===== src/rtl/reg_file.sv =====
// Architectural register file with per-register ROB rename tags.
// Commit writes values and retires matching tags; reads bypass a same-cycle retiring commit.
module reg_file #(
  parameter int ROB_SIZE_LOG = 4
) (
  input  logic                    clk,
  input  logic                    rst_n,
  input  logic                    rdy,
  input  logic                    issue_valid,
  input  logic [4:0]              issue_rd,
  input  logic [ROB_SIZE_LOG-1:0] issue_robid,
  input  logic                    commit_enable,
  input  logic [4:0]              commit_regid,
  input  logic [31:0]             commit_value,
  input  logic [ROB_SIZE_LOG-1:0] commit_robid,
  input  logic                    flush,
  input  logic [4:0]              rs1_id,
  input  logic [4:0]              rs2_id,
  output logic                    rs1_busy,
  output logic                    rs2_busy,
  output logic [ROB_SIZE_LOG-1:0] rs1_robid,
  output logic [ROB_SIZE_LOG-1:0] rs2_robid,
  output logic [31:0]             rs1_value,
  output logic [31:0]             rs2_value
);

  localparam int DATA_W = 32;
  localparam int NREG   = 32;

  typedef logic [ROB_SIZE_LOG-1:0] tag_t;

  typedef struct packed {
    logic              busy;
    tag_t              tag;
    logic [DATA_W-1:0] value;
  } rd_t;

  logic [DATA_W-1:0] value_q [NREG];
  logic [DATA_W-1:0] value_d [NREG];
  tag_t              tag_q   [NREG];
  tag_t              tag_d   [NREG];
  logic [NREG-1:0]   busy_q;
  logic [NREG-1:0]   busy_d;

  logic commit_hit;
  rd_t  rd1;
  rd_t  rd2;

  // A commit retires the rename only if it comes from the youngest writer.
  assign commit_hit = commit_enable && (commit_regid != 5'd0) &&
                      busy_q[commit_regid] && (tag_q[commit_regid] == commit_robid);

  always_comb begin
    value_d = value_q;
    busy_d  = busy_q;
    tag_d   = tag_q;
    if (rdy) begin
      if (commit_enable && (commit_regid != 5'd0)) begin
        value_d[commit_regid] = commit_value;
        if (commit_hit) busy_d[commit_regid] = 1'b0;
      end
      // Flush drops every rename; otherwise a new claim overrides any same-cycle retire.
      if (flush) begin
        busy_d = '0;
      end else if (issue_valid && (issue_rd != 5'd0)) begin
        busy_d[issue_rd] = 1'b1;
        tag_d[issue_rd]  = issue_robid;
      end
    end
  end

  always_ff @(posedge clk or negedge rst_n) begin
    if (!rst_n) begin
      value_q <= '{default: '0};
      tag_q   <= '{default: '0};
      busy_q  <= '0;
    end else begin
      value_q <= value_d;
      tag_q   <= tag_d;
      busy_q  <= busy_d;
    end
  end

  function automatic rd_t read_port(input logic [4:0] id);
    rd_t r;
    r.busy  = busy_q[id];
    r.tag   = tag_q[id];
    r.value = value_q[id];
    if (id == 5'd0) begin
      r = '0;
    end else if (rdy && commit_hit && (id == commit_regid)) begin
      r.busy  = 1'b0;
      r.value = commit_value;
    end
    return r;
  endfunction

  always_comb begin
    rd1 = read_port(rs1_id);
    rd2 = read_port(rs2_id);
  end

  assign rs1_busy  = rd1.busy;
  assign rs1_robid = rd1.tag;
  assign rs1_value = rd1.value;
  assign rs2_busy  = rd2.busy;
  assign rs2_robid = rd2.tag;
  assign rs2_value = rd2.value;

endmodule


===== config.mk =====
export PLATFORM = sky130hd
export DESIGN_NAME = reg_file
export DESIGN_NICKNAME = d
export VERILOG_FILES = /design/src/rtl/reg_file.sv
export SDC_FILE = /design/constraint.sdc
export NUM_CORES = 2
export LEC_CHECK = 0
export CELL_PAD_IN_SITES_DETAIL_PLACEMENT = 1
export CELL_PAD_IN_SITES_GLOBAL_PLACEMENT = 2
export CORE_ASPECT_RATIO = 0.75
export CORE_UTILIZATION = 35
export DETAILED_ROUTE_END_ITERATION = 8
export GPL_TIMING_DRIVEN = 0
export PLACE_DENSITY = 0.59
export SLEW_MARGIN = 20
export SYNTH_ARGS = -nofsm -noshare
export SYNTH_HDL_FRONTEND = slang
export SYNTH_SLANG_ARGS = --single-unit

===== constraint.sdc =====
create_clock -name clk -period 5.8 [get_ports clk]
set_clock_uncertainty 0.15 [all_clocks]
set_input_delay 1.45 -clock clk [delete_from_list [all_inputs] [get_ports clk]]
set_output_delay 1.45 -clock clk [all_outputs]
set_load 0.005 [all_outputs]

==> results by group <==
Final layout
  – Final Non-Filler Cells: between 7000 and 8000
  – Register area: between 20000 and 30000 µm²
  – # fillers: between 15000 and 20000
  – Commonest non-fill, non-tap cell in the layout: dfrtp_1
  – Layout cell share with drive strength beyond 1: between 50% and 60%
  – Area of the multi-input gates: 34700 µm²
  – Area Overhead vs Synth: 21.4%
  – Final core utilization: 42.8%
  – Final layout net count: ~4900
  – Commonest non-fill, non-tap cells in the layout: dfrtp_1, mux2_2, mux4_2

Logic synthesis
  – EDFF count, synth: 0
  – Mapped Area: 65500 µm²
  – Post-synth cell types: 50
  – Register area share after synthesis: between 40% and 50%
  – Avg Cell Area, Syn: between 10 and 15 µm²
  – Synth top area cells: dfrtp_1, mux4_2, mux2_2
  – Yosys reg bits: 1184
  – Share of the synthesized area in the top cell type: between 40% and 50%
  – Synth area leader: dfrtp_1
  – Net Count, Synth: 4444
  – Mapped Cells: around 4400
  – Total number of yosys warnings: 0
  – Post-synth ARST share: 100%
  – Main synth FF type: dfrtp_1

Route
  – Drt initial violations: about 5700
  – Post-route DRC: 0
  – Post-DRT Antenna Nets: 0
  – DR vias/cell: ~6.3
  – Drt first pass iters: 7
  – Routed WL per cell: roughly 44 µm
  – Total wire length: 330000 µm
  – Overall via count from detail_route: 46941

Clock tree
  – CTS max path bufs: 3
  – H-tree Lvls: 4
  – TritonCTS clock tree: yes
  – Clk slew on worst S/H paths: 0.06 ns
  – Post-CTS Hold Fix Bufs: 0
  – TritonCTS buffer count: 139
  – Clock sink count: 1184
  – Root Driver: clkbuf_16
  – Skew-Pair Late Insertion Delay: roughly 0.81 ns

Floorplan
  – Die Height: approximately 380 µm
  – Initial Util: a little over a third
  – Site row count: ~140
  – Io pins: 140
  – Die area: between 150000 and 200000 µm²
  – Die Width: 501 µm
  – Core area: around 190000 µm²

Worst setup path
  – Most used cell, CP: buf_12
  – Crit start category: primary input
  – CP Class: primary input to output pin
  – Critical Path RT: 4.20 ns
  – Crit path cell chain: buf_2 > buf_6 > or3b_4 > buf_12 > buf_12 > o22ai_4 > nor4_1 > mux2i_1 > xnor2_1 > nand2_2 > nor2_8 > buf_12 > buf_16 > buf_6 > mux2i_4 > buf_2
  – Slowest CP cell: or3b_4
  – Slowest stage delay, CP: ~0.47 ns
  – Worst setup EP type: output pin
  – Reg2reg setup slack: 2.58 ns
  – CP max FO: 6
  – Data arrival, critical path: approximately 4.5 ns

Timing
  – RSZ-0062 raised after global routing: true
  – Slew headroom: between 10% and 20%
  – Final Setup Violations: 64
  – Min cycle time layout: 6.08 ns
  – Worst Tran Pin Value: about 1.3 ns
  – Final setup margin: -0.277 ns
  – Max-slew violation count: 0
  – Max Clk Rate: between 150 and 200 MHz
  – Final hold violation count: 0
  – Final period util: 105%

Place
  – Placed insts: slightly above 7000
  – Gpl congestion: between 0.9 and 1
  – Post-detail-place hpwl: 231000 µm
  – I/O Buffers: 128

Global routing
  – First-pass GRT wire length: around 440000 µm
  – Initial antenna violation count: 12
  – GRT overflow: 0
  – GR Util All Layers: 35.3%
  – Vias in the first global route: around 47000
  – Largest net degree at the start of global routing: 133

Run status
  – Failing checks: setup timing
  – Outcome: finished, violations left

Run
  – Maximum Capacitance Violations: 0

Power
  – VDD IR max: 0.314 mV
  – PwrDens: between 300 and 400 nW/µm²
  – Total power: 23900 µW
  – Leak: approximately 0.035 µW

Worst hold path
  – Worst min-delay path category: register to register
[synth_stat cells (2+ instances only)]
| cell | number |
|---|---|
| nor2_1 | 67 |
| o22ai_1 | 31 |
| buf_4 | 4 |
| buf_1 | 32 |
| or3_1 | 2 |
| o2111ai_2 | 2 |
| a21oi_1 | 11 |
| nand3b_1 | 3 |
| nand4_1 | 2 |
| nor2_8 | 2 |
| o21ai_0 | 33 |
| inv_1 | 25 |
| xor2_1 | 6 |
| or3b_4 | 2 |
| nand2_1 | 465 |
| dfrtp_1 | 1184 |
| or2_2 | 3 |
| buf_12 | 6 |
| xnor2_1 | 6 |
| mux4_2 | 742 |
| o22ai_2 | 4 |
| and2_1 | 4 |
| mux2_2 | 1076 |
| a31oi_1 | 21 |
| nand2b_1 | 10 |
| buf_6 | 7 |
| nand4b_1 | 2 |
| and4_1 | 2 |
| nor3_2 | 2 |
| clkbuf_1 | 314 |
| buf_2 | 116 |
| nor4_1 | 7 |
| mux2i_1 | 152 |
| nor3_1 | 17 |
[power breakdown]
group          total [µW]  internal (µW)  switching [µW]
clock                9190           5290            3900
combinational        4680           2470            2210
sequential          10000           9250             783
total               23900          17000            6890
[cell families after synthesis]
kind of cell / after synthesis / synth area share (%)
mux: 1971 / 46.4
flops: 1184 / 45.3
xor+xnor: 13 / 0.185
buf+inv: 504 / 3.36
compound gates: 108 / 1.03
simple gates: 598 / 3.77
[metrics by stage]
stage / TNS (ns) / area (µm²) / hold slack (ns) / setup slack [ns]
after global placement: - / 69900 / 0.307 / -55.75
after detailed placement: -151.46 / 71900 / 0.318 / -2.27
after CTS: -10.26 / 79000 / 0.331 / -0.269
after floorplan: 0 / 65500 / 0.291 / 0.625
final: -9.97 / 79400 / 0.333 / -0.277
after global routing: -13.08 / 79400 / 0.344 / -0.330
[worst max-delay path: cells and delay by family]
kind,cells,cell delay [ns]
buffers and inverters,8,1.19
AND/OR/NAND/NOR,4,0.93
multiplexers,2,0.52
AO/OA/AOI/OAI,1,0.16
XOR/XNOR,1,0.16
[cell type report]
| type | count | share of cell area (%) |
|---|---|---|
| diodes | 3 | 0.00945 |
| multi-input cells | 2690 | 43.7 |
| inverters | 25 | 0.118 |
| clock buffers | 217 | 5.39 |
| clock inverters | 34 | 0.417 |
| flip-flops and latches | 1184 | 37.3 |
| repair buffers | 309 | 5.40 |
| well taps | 2502 | 3.94 |
| plain buffers | 476 | 3.77 |
[sequential cells by signal, indices dropped and copies added, names as in the netlist]
name and cells:
value_q 1024, busy_q 32, tag_q 128
[layer usage]
metal  global-route usage, %  routed length (µm)
met5                   0.845                 233
met4                    12.6               12900
met3                    11.0               33200
met2                    49.3              139000
met1                    51.0              145000
[worst paths after layout]
kind                                      start            end  cells past startpoint
max in group asynchronous                 rst_n   value_q[440]                      4
worst min-delay path              value_q[1003]  value_q[1003]                      1
worst min register to register    value_q[1003]  value_q[1003]                      1
worst max-delay path            commit_regid[2]   rs1_value[1]                     16
min in group asynchronous                 rst_n   value_q[842]                      1
worst max register to register        tag_q[44]     busy_q[25]                      9
[repair_timing]
| item | in CTS | in global routing |
|---|---|---|
| endpoints found under the setup margin | 74 | 71 |
| gates resized for setup | 704 | 54 |
| setup buffers | 85 | 22 |
| hold endpoints to repair | 0 | 0 |
| pin swaps | 14 | 14 |
| gates cloned | 6 | 0 |
(Power assumes the default switching activity.)
